## config.mk

```make
export PLATFORM = sky130hd
export DESIGN_NAME = instr_fetch_queue_flat
export DESIGN_NICKNAME = d
export VERILOG_FILES = /design/src/rtl/cpu_pkg.sv /design/src/rtl/instr_fetch_queue_if.sv /design/src/rtl/fetch_fifo.sv /design/src/rtl/instr_fetch_queue.sv /design/src/flat_wrapper.sv
export SDC_FILE = /design/constraint.sdc
export NUM_CORES = 1
export LEC_CHECK = 0
export BUFFER_PORTS_ARGS = -buffer_cell sky130_fd_sc_hd__buf_4
export CAP_MARGIN = 20
export CORE_MARGIN = 3
export CORE_UTILIZATION = 40
export CTS_CLUSTER_SIZE = 20
export DETAILED_ROUTE_END_ITERATION = 12
export PLACE_DENSITY_LB_ADDON = 0.2
export SLEW_MARGIN = 20
export SYNTH_ARGS = -nofsm -noshare
export SYNTH_HDL_FRONTEND = slang
export SYNTH_SLANG_ARGS = --single-unit
```

## constraint.sdc

```tcl
create_clock -name clk -period 3.1 [get_ports clk]
set_input_delay 0.62 -clock clk [delete_from_list [all_inputs] [get_ports clk]]
set_output_delay 0.62 -clock clk [all_outputs]
set_load 0.02 [all_outputs]
```

## src/rtl/cpu_pkg.sv

```systemverilog
// Shared fetch-stage types: address/instruction widths, fetch FSM states and
// the prefetch queue entry layout.
package cpu_pkg;

    localparam int unsigned PC_W    = 12;
    localparam int unsigned INSTR_W = 16;

    typedef enum logic [1:0] {
        Boot,
        Run,
        Flush
    } fetch_state_t;

    typedef struct packed {
        logic [INSTR_W-1:0] instr;
        logic [PC_W-1:0]    pc;
    } fetch_entry_t;

endpackage

```

## src/rtl/instr_fetch_queue_if.sv

```systemverilog
// Program-memory read port, branch redirect and decode handshake of the fetch
// stage. The fetch unit drives through master; memory/decode sit on slave.
interface instr_fetch_queue_if #(
    parameter int unsigned DEPTH   = 4,
    parameter int unsigned PC_W    = 12,
    parameter int unsigned INSTR_W = 16
);
    localparam int unsigned LvlW = $clog2(DEPTH) + 1;

    logic [PC_W-1:0]    mem_addr;
    logic               mem_rd_en;
    logic [INSTR_W-1:0] mem_rdata;
    logic               redirect;
    logic [PC_W-1:0]    redirect_pc;
    logic               instr_valid;
    logic               instr_ready;
    logic [INSTR_W-1:0] instr;
    logic [PC_W-1:0]    instr_pc;
    logic [LvlW-1:0]    level;

    modport master (
        output mem_addr, mem_rd_en, instr_valid, instr, instr_pc, level,
        input  mem_rdata, redirect, redirect_pc, instr_ready
    );

    modport slave (
        input  mem_addr, mem_rd_en, instr_valid, instr, instr_pc, level,
        output mem_rdata, redirect, redirect_pc, instr_ready
    );

endinterface

```

## src/rtl/fetch_fifo.sv

```systemverilog
// Prefetch FIFO of PC-tagged instructions. Flush wins over push and pop; the
// head is presented from registered storage with no push-to-head bypass.
module fetch_fifo
    import cpu_pkg::*;
#(
    parameter int unsigned DEPTH = 4,
    localparam int unsigned PtrW = (DEPTH > 1) ? $clog2(DEPTH) : 1,
    localparam int unsigned CntW = $clog2(DEPTH) + 1
) (
    input  logic            clk,
    input  logic            reset,
    input  logic            push_i,
    input  fetch_entry_t    push_data_i,
    input  logic            pop_i,
    input  logic            flush_i,
    output fetch_entry_t    head_o,
    output logic [CntW-1:0] count_o
);

    fetch_entry_t    mem_q [DEPTH];
    fetch_entry_t    mem_d [DEPTH];
    logic [PtrW-1:0] rd_ptr_q, rd_ptr_d;
    logic [PtrW-1:0] wr_ptr_q, wr_ptr_d;
    logic [CntW-1:0] count_q, count_d;
    logic            do_pop;

    function automatic logic [PtrW-1:0] ptr_inc(input logic [PtrW-1:0] p);
        return (p == PtrW'(DEPTH - 1)) ? '0 : p + PtrW'(1);
    endfunction

    always_comb begin
        mem_d    = mem_q;
        rd_ptr_d = rd_ptr_q;
        wr_ptr_d = wr_ptr_q;
        count_d  = count_q;
        do_pop   = pop_i && (count_q != '0);
        if (flush_i) begin
            rd_ptr_d = '0;
            wr_ptr_d = '0;
            count_d  = '0;
        end else begin
            if (push_i) begin
                mem_d[wr_ptr_q] = push_data_i;
                wr_ptr_d        = ptr_inc(wr_ptr_q);
            end
            if (do_pop) begin
                rd_ptr_d = ptr_inc(rd_ptr_q);
            end
            count_d = count_q + CntW'(push_i) - CntW'(do_pop);
        end
    end

    always_ff @(posedge clk or negedge reset) begin
        if (!reset) begin
            mem_q    <= '{default: '0};
            rd_ptr_q <= '0;
            wr_ptr_q <= '0;
            count_q  <= '0;
        end else begin
            mem_q    <= mem_d;
            rd_ptr_q <= rd_ptr_d;
            wr_ptr_q <= wr_ptr_d;
            count_q  <= count_d;
        end
    end

    assign head_o  = (count_q != '0) ? mem_q[rd_ptr_q] : '0;
    assign count_o = count_q;

    // The fetch credit scheme must never let a push land on a full queue.
    push_when_full_a: assert property (@(posedge clk) disable iff (!reset)
        !(push_i && !flush_i && (count_q == CntW'(DEPTH))));

endmodule

```

## src/rtl/instr_fetch_queue.sv

```systemverilog
// Fetch stage: owns the fetch PC, issues one program-memory read per cycle
// while credit allows, and queues returned instructions for decode.
module instr_fetch_queue #(
    parameter int unsigned DEPTH   = 4,
    parameter int unsigned PC_W    = 12,
    parameter int unsigned INSTR_W = 16
) (
    input logic                 clk,
    input logic                 reset,
    instr_fetch_queue_if.master fq_io
);
    import cpu_pkg::*;

    localparam int unsigned CntW = $clog2(DEPTH) + 1;

    fetch_state_t    state_q, state_d;
    logic [PC_W-1:0] fetch_pc_q, fetch_pc_d;
    logic [PC_W-1:0] issued_pc_q, issued_pc_d;
    logic            pending_q, pending_d;
    logic            kill_q, kill_d;
    logic            issue, push, pop;
    logic [CntW-1:0] count;
    logic [CntW:0]   inflight;
    fetch_entry_t    push_entry, head;

    // Credit counts reads still in flight so a stalled consumer never overflows.
    assign inflight = {1'b0, count} + {{CntW{1'b0}}, pending_q};

    always_comb begin
        state_d     = state_q;
        fetch_pc_d  = fetch_pc_q;
        issued_pc_d = issued_pc_q;
        pending_d   = 1'b0;
        kill_d      = 1'b0;
        issue       = 1'b0;
        unique case (state_q)
            Boot:    state_d = Run;
            Run:     issue   = (inflight < (CntW + 1)'(DEPTH));
            Flush:   state_d = Run;
            default: state_d = Boot;
        endcase
        if (fq_io.redirect) begin
            state_d    = Flush;
            issue      = 1'b0;
            fetch_pc_d = fq_io.redirect_pc;
            kill_d     = 1'b1;
        end else if (issue) begin
            pending_d   = 1'b1;
            issued_pc_d = fetch_pc_q;
            fetch_pc_d  = fetch_pc_q + PC_W'(1);
        end
    end

    always_ff @(posedge clk or negedge reset) begin
        if (!reset) begin
            state_q     <= Boot;
            fetch_pc_q  <= '0;
            issued_pc_q <= '0;
            pending_q   <= 1'b0;
            kill_q      <= 1'b0;
        end else begin
            state_q     <= state_d;
            fetch_pc_q  <= fetch_pc_d;
            issued_pc_q <= issued_pc_d;
            pending_q   <= pending_d;
            kill_q      <= kill_d;
        end
    end

    // A response landing in the redirect cycle belongs to the abandoned path.
    assign push             = pending_q && !kill_q && !fq_io.redirect;
    assign pop              = fq_io.instr_valid && fq_io.instr_ready;
    assign push_entry.instr = fq_io.mem_rdata;
    assign push_entry.pc    = issued_pc_q;

    fetch_fifo #(
        .DEPTH (DEPTH)
    ) u_fifo (
        .clk         (clk),
        .reset       (reset),
        .push_i      (push),
        .push_data_i (push_entry),
        .pop_i       (pop),
        .flush_i     (fq_io.redirect),
        .head_o      (head),
        .count_o     (count)
    );

    assign fq_io.mem_rd_en   = issue;
    assign fq_io.mem_addr    = fetch_pc_q;
    assign fq_io.instr_valid = (count != '0);
    assign fq_io.instr       = INSTR_W'(head.instr);
    assign fq_io.instr_pc    = head.pc;
    assign fq_io.level       = count;

endmodule

```

## src/flat_wrapper.sv

```systemverilog
// flat-port wrapper written by rule: the top's interface ports become plain ports
module instr_fetch_queue_flat import cpu_pkg::*;
#(
    parameter int unsigned DEPTH   = 4,
    parameter int unsigned PC_W    = 12,
    parameter int unsigned INSTR_W = 16
)
  (clk, reset, fq_io_mem_addr, fq_io_mem_rd_en, fq_io_instr_valid, fq_io_instr, fq_io_instr_pc, fq_io_level, fq_io_mem_rdata, fq_io_redirect, fq_io_redirect_pc, fq_io_instr_ready);
  instr_fetch_queue_if #(.DEPTH(DEPTH), .PC_W(PC_W), .INSTR_W(INSTR_W)) fq_io_i ();
  input logic clk;
  input logic reset;
  output wire logic [$bits(fq_io_i.mem_addr)-1:0] fq_io_mem_addr;
  output wire logic [$bits(fq_io_i.mem_rd_en)-1:0] fq_io_mem_rd_en;
  output wire logic [$bits(fq_io_i.instr_valid)-1:0] fq_io_instr_valid;
  output wire logic [$bits(fq_io_i.instr)-1:0] fq_io_instr;
  output wire logic [$bits(fq_io_i.instr_pc)-1:0] fq_io_instr_pc;
  output wire logic [$bits(fq_io_i.level)-1:0] fq_io_level;
  input wire logic [$bits(fq_io_i.mem_rdata)-1:0] fq_io_mem_rdata;
  input wire logic [$bits(fq_io_i.redirect)-1:0] fq_io_redirect;
  input wire logic [$bits(fq_io_i.redirect_pc)-1:0] fq_io_redirect_pc;
  input wire logic [$bits(fq_io_i.instr_ready)-1:0] fq_io_instr_ready;
  assign fq_io_mem_addr = fq_io_i.mem_addr;
  assign fq_io_mem_rd_en = fq_io_i.mem_rd_en;
  assign fq_io_instr_valid = fq_io_i.instr_valid;
  assign fq_io_instr = fq_io_i.instr;
  assign fq_io_instr_pc = fq_io_i.instr_pc;
  assign fq_io_level = fq_io_i.level;
  assign fq_io_i.mem_rdata = fq_io_mem_rdata;
  assign fq_io_i.redirect = fq_io_redirect;
  assign fq_io_i.redirect_pc = fq_io_redirect_pc;
  assign fq_io_i.instr_ready = fq_io_instr_ready;
  instr_fetch_queue #(.DEPTH(DEPTH), .PC_W(PC_W), .INSTR_W(INSTR_W)) u_core (.clk(clk), .reset(reset), .fq_io(fq_io_i));
endmodule
```

== Word level (Yosys, flattened, before mapping) ==
Index checks and enable logic that the tools add are counted.
Cells by class
  add/subtract/negate cells: 6
  reductions and logical operators: 15
  eq/ne operators: 5
  multiplexer cells: 23
  order comparisons: 4
  bitwise gates (word level): 3
Operators by type and width (count)
  bitwise mux 112 bit: 1
  2-to-1 mux 28 bit: 4
  binary-select mux 28 bit (select 2 bit): 1
  demux 28 bit (select 2 bit): 1
  2-to-1 mux 12 bit: 2
  2-to-1 mux 2 bit: 7
  adder 12 x 1 -> 12 bit (second input constant): 1
  equality test 2 bit (second input constant): 3
  greater-or-equal comparator 3 bit (second input constant): 2
  NOT 2 -> 3 bit: 2
  nonzero test 2 bit: 3
  logical AND 1 bit: 5
  2-to-1 mux 1 bit: 5
  adder 2 x 1 -> 2 bit (second input constant): 2
  adder 3 x 1 -> 4 bit: 1
  less-than comparator 4 x 3 -> 1 bit (second input constant): 1
  one-hot mux 2 bit (2 select lines): 1
  AND reduction 2 bit: 2
  adder 3 x 1 -> 3 bit: 1
  less-than comparator 3 x 1 -> 1 bit (second input constant): 1
  2-to-1 mux 3 bit: 1
  nonzero test 3 bit: 1
  subtractor 3 x 1 -> 3 bit: 1
  equality test 2 x 1 -> 1 bit (second input constant): 1
  5 further kinds: 6
Storage, ports and cells
  output and inout port bits: 45
  logic and storage cells: 72
  register bits: 147
  input bits: 32

== Logic depth before layout (Yosys ltp) ==
  depth after elaboration: 6
  mapped depth: 11
  gate-level depth less buffers: 10

== Cells and area by module ==
Synthesis repeated with hierarchy kept, for this count alone.
Second synthesis, totals
  cell total of the unflattened synthesis: 457
  area, all modules: 7171.9 um^2
By module, submodules not included
  fetch_fifo: area each 5846.9 um^2, sequential area each 2977.9 um^2, cells each 343, times used 1
  instr_fetch_queue: area each 1325.0 um^2, sequential area each 700.7 um^2, cells each 114, times used 1

== Worst setup path after synthesis ==
Ideal clock, no wire load.
  path type: register -> register
  start point: register u_core.u_fifo.count_q[1], in the netlist u_core.u_fifo.count_o[1]
  end point: register u_core.u_fifo.count_q[2], in the netlist u_core.u_fifo.count_o[2]
  setup slack: 0.835 ns
  arrival: 2.133 ns
  stages on the path, launching flop included: 10
  buffers on the path: 0
  clock period less this slack: 2.265 ns
  data required time: 2.968 ns
  library setup time: 0.132 ns
  cell sequence: dfrtp_1 -> or3_1 -> and2_1 -> ha_1 -> inv_1 -> ha_1 -> inv_1 -> fa_1 -> xnor2_1 -> nor2_1
On the way
  longest elaborated chain between the ends: 5
  elaborated cells on any way between the ends: 6
  classes of those cells: 2 x add/sub; 1 x mux; 3 x reduce/logical
RTL lines
  from (decl): RTL line fetch_fifo.sv:24  | logic [CntW-1:0] count_q, count_d;
  from (signal assigned): RTL line fetch_fifo.sv:63  | count_q <= count_d;
  branches (longest 3 deep; another with adder 3 x 1 -> 3 bit)
  subtractor 3 x 1 -> 3 bit (*): RTL line fetch_fifo.sv:49  | count_d = count_q + CntW'(push_i) - CntW'(do_pop);
  2-to-1 mux 3 bit (*): RTL line fetch_fifo.sv:37  | if (flush_i) begin
  named net u_core.u_fifo.count_d[2]: RTL line fetch_fifo.sv:24
Mark *: on every way through the listed nets, which the timed path passes.
A chain may end at the register's enable or synchronous reset.

== Worst setup path after layout ==
  start point: register u_core.u_fifo.count_q[1], in the netlist u_core.u_fifo.count_o[1]
  end point: output port fq_io_mem_rd_en
On the way
  longest elaborated chain between the ends: 4
RTL lines
  adder 3 x 1 -> 4 bit: RTL line instr_fetch_queue.sv:27  | assign inflight = {1'b0, count} + {{CntW{1'b0}}, pending_q};
  less-than comparator 4 x 3 -> 1 bit: RTL line instr_fetch_queue.sv:38  | Run: issue = (inflight < (CntW + 1)'(DEPTH));
  2-to-1 mux 1 bit: RTL line instr_fetch_queue.sv:36  | unique case (state_q)
  2-to-1 mux 1 bit: RTL line instr_fetch_queue.sv:42  | if (fq_io.redirect) begin
  to (decl): RTL line flat_wrapper.sv:13  | output wire logic [$bits(fq_io_i.mem_rd_en)-1:0] fq_io_mem_rd_en;
Every way passes these cells.

==> flow_metrics.tcl <==
set metrics [dict create \
    grt_max_degree 92 \
    drt_pass1_iterations 4 \
    portBuffers 76 \
    synth.most_common_cell "dfrtp_1" \
    slowest_delay_ps 730 \
    worstPathArrival_ps 2280 \
    grt_pass1_vias 4298 \
    antenna_left 0 \
    yosysWarnings 0 \
    grt_use_total 0.161 \
    yosys-top-cells-area "dfrtp_1 55%, mux2_2 20%, mux4_2 9.4%" \
    grt_setup_unrepaired "no" \
    ys_seq_area_frac 0.545 \
    async_reset_ff_frac 1.00 \
    hold_violations 0 \
    critPathRequiredTime_ps 2480 \
    cts_setup_buffers 0 \
    antenna_cells 0 \
    h-tree-depth 4 \
    vias 4028 \
    end_kind "output pin" \
    status "complete, no violations" \
    area_growth_pct 21.1 \
    core_area_um2 16200 \
    ir_worst_vdd_mv 0.472 \
    die_area_um2 18500 \
    cts_root_buf "clkbuf_16" \
    synth-edff-count 0 \
    critical_path.cell_chain "ha_1 -> o211ai_1 -> a2bb2oi_2 -> nor2_1 -> buf_4" \
    start_util 0.417 \
    clk_path_buf_depth 2 \
    relSlewSlack 0.406 \
    grt_first_pass_wirelength_um 23000 \
    clkTransAtPathRegs_ps 60 \
    slew_violations 0 \
    synth_commonest_cells "147 x dfrtp_1, 120 x mux2_2, 31 x and2_1, 28 x mux4_2, 14 x nor2_1" \
    io_pins 77 \
    hold_buffers 0 \
    multiInputGateArea_um2 2860 \
    antenna_found_initial 0 \
    power.density_nw_per_um2 780 \
    mappedNetlistArea_um2 6740 \
    fin_tns_setup_ps 0 \
    avgSynthCellArea_um2 14.7 \
    worstSetupPathType "reg -> out" \
    wl_per_cell_um 18.1 \
    hold_path.class "in -> async" \
    fmax_mhz 345 \
    synth_cells 459 \
    crit_family "compound AO/OA/AOI/OAI gates" \
    row_count 46 \
    grt_overflow 0 \
    setup_slack_ps 201 \
    clock_latency_ps 420 \
    numCtsBuffers 17 \
    start_kind "register" \
    cts_sinks 147 \
    fin_crit_ps 2900 \
    place_congestion 0.769 \
    nets 577 \
    cp_max_fo 23 \
    ys_ff_latch 147 \
    drive_above_1_share 0.495 \
    vias_per_cell 5.27 \
    post-route-drc-count 0 \
    ys.flop_type "dfrtp_1" \
    fin_skew_ps 6.59 \
    regArea_um2 3680 \
    post-place-ws_ps 667 \
    hpwlAfterDp_um 8860 \
    syn_nets 500 \
    p_leak_nw 3.82 \
    nFillCells 1384 \
    worst_pin_slew_ps 890 \
    cp_slowest_cell "a2bb2oi_2" \
    drt_iter0_markers 190 \
    maxCapViolations 0 \
    yosysUniqueCellTypes 38 \
    cts_resized 0 \
    die_h_um 136 \
    period_share 0.935 \
    die_x_um 136 \
    cts_tree "yes" \
    synth_top_area_share 0.545 \
    worst-path-buf-inv 1 \
    routed_wl_um 13800 \
    setup_viol 0 \
    synth_area_leader_cell "dfrtp_1" \
]
==> cells by family after synthesis <==
logic type	synth area share
adder cells (fa/ha/maj)	0.0178
multiplexers	0.302
AND/OR/NAND/NOR	0.0742
XOR/XNOR	0.00649
AO/OA/AOI/OAI	0.0230
buffers and inverters	0.0310
flip-flops	0.545
==> registers in the layout, indices dropped and copies added (netlist names) <==
signal / count
u_core.fq_io.mem_addr: 12
u_core.issued_pc_q: 12
u_core.kill_q: 1
u_core.pending_q: 1
u_core.state_q: 2
u_core.u_fifo.count_o: 3
u_core.u_fifo.mem_q: 112
u_core.u_fifo.rd_ptr_q: 2
u_core.u_fifo.wr_ptr_q: 2
==> worst register-to-register path, delay by kind of cell, from the launching register on <==
family          cells  cell delay, ps
compound gates      2             830
flops               1             480
mux                 1             280
buf+inv             1             240
fa+ha+maj           1             210
simple gates        1             150
==> where the power goes <==
part / total [mW] / switching [mW] / internal [mW]
logic: 1.70 / 0.793 / 0.906
clock network: 2.19 / 0.749 / 1.44
registers: 2.48 / 0.279 / 2.20
total: 6.37 / 1.82 / 4.55
==> cells in the final DEF, fill, tap and decap left out, types with 7 or more instances in the layout <==
master and n:
buf_4 85, nand2_1 11, inv_1 7, mux2_2 120, or4_1 9, dfrtp_1 146
clkbuf_16 17, and2_1 31, nor2_1 14, mux4_2 28, ha_1 8
==> through the flow <==
stage | utilization | instance area [µm²] | cells | power [mW] | hold slack (ps)
after detailed placement | 0.465 | 7520 | 733 | 4.25 | 465
after floorplan | - | 6740 | 459 | 3.55 | 324
after CTS | 0.505 | 8170 | 764 | 6.48 | 294
after global routing | 0.505 | 8170 | 764 | 6.72 | 332
after global placement | 0.465 | 7520 | 733 | 4.21 | 445
final | 0.505 | 8170 | 764 | 6.37 | 263
==> routing by layer <==
layer | part of all wire | up-vias | GRT usage
met4 | 0.016 | 0 | 0.0622
met5 | 0 | - | 0
met3 | 0.039 | 19 | 0.0318
li1 | - | 1830 | -
met2 | 0.48 | 84 | 0.255
met1 | 0.47 | 2095 | 0.222
==> worst paths after layout <==
kind / start / endpoint / slack, ps / cells past startpoint
worst max-delay path: u_core.u_fifo.count_o[1]$_DFF_PN0_ / fq_io_mem_rd_en / 200 / 5
worst min-delay path: reset / u_core.u_fifo.mem_q[99]$_DFFE_PN0P_ / 260 / 1
worst max register to register: u_core.u_fifo.count_o[1]$_DFF_PN0_ / u_core.issued_pc_q[0]$_DFFE_PN0P_ / 800 / 6
worst min register to register: u_core.state_q[0]$_DFFE_PN0P_ / u_core.state_q[0]$_DFFE_PN0P_ / 470 / 1
max in group asynchronous: reset / u_core.u_fifo.mem_q[41]$_DFFE_PN0P_ / 1980 / 2
min in group clk: fq_io_redirect_pc[7] / u_core.fq_io.mem_addr[7]$_DFFE_PN0P_ / 420 / 3
==> final cells by class <==
class,instances,share of cell area
clock buffers,22,0.0605
clock inverters,9,0.0184
inverters,7,0.00322
multi-input cells,275,0.350
flip-flops and latches,147,0.451
well taps,216,0.0331
repair buffers,88,0.0844
No activity file was read; power rests on OpenSTA's default activity.
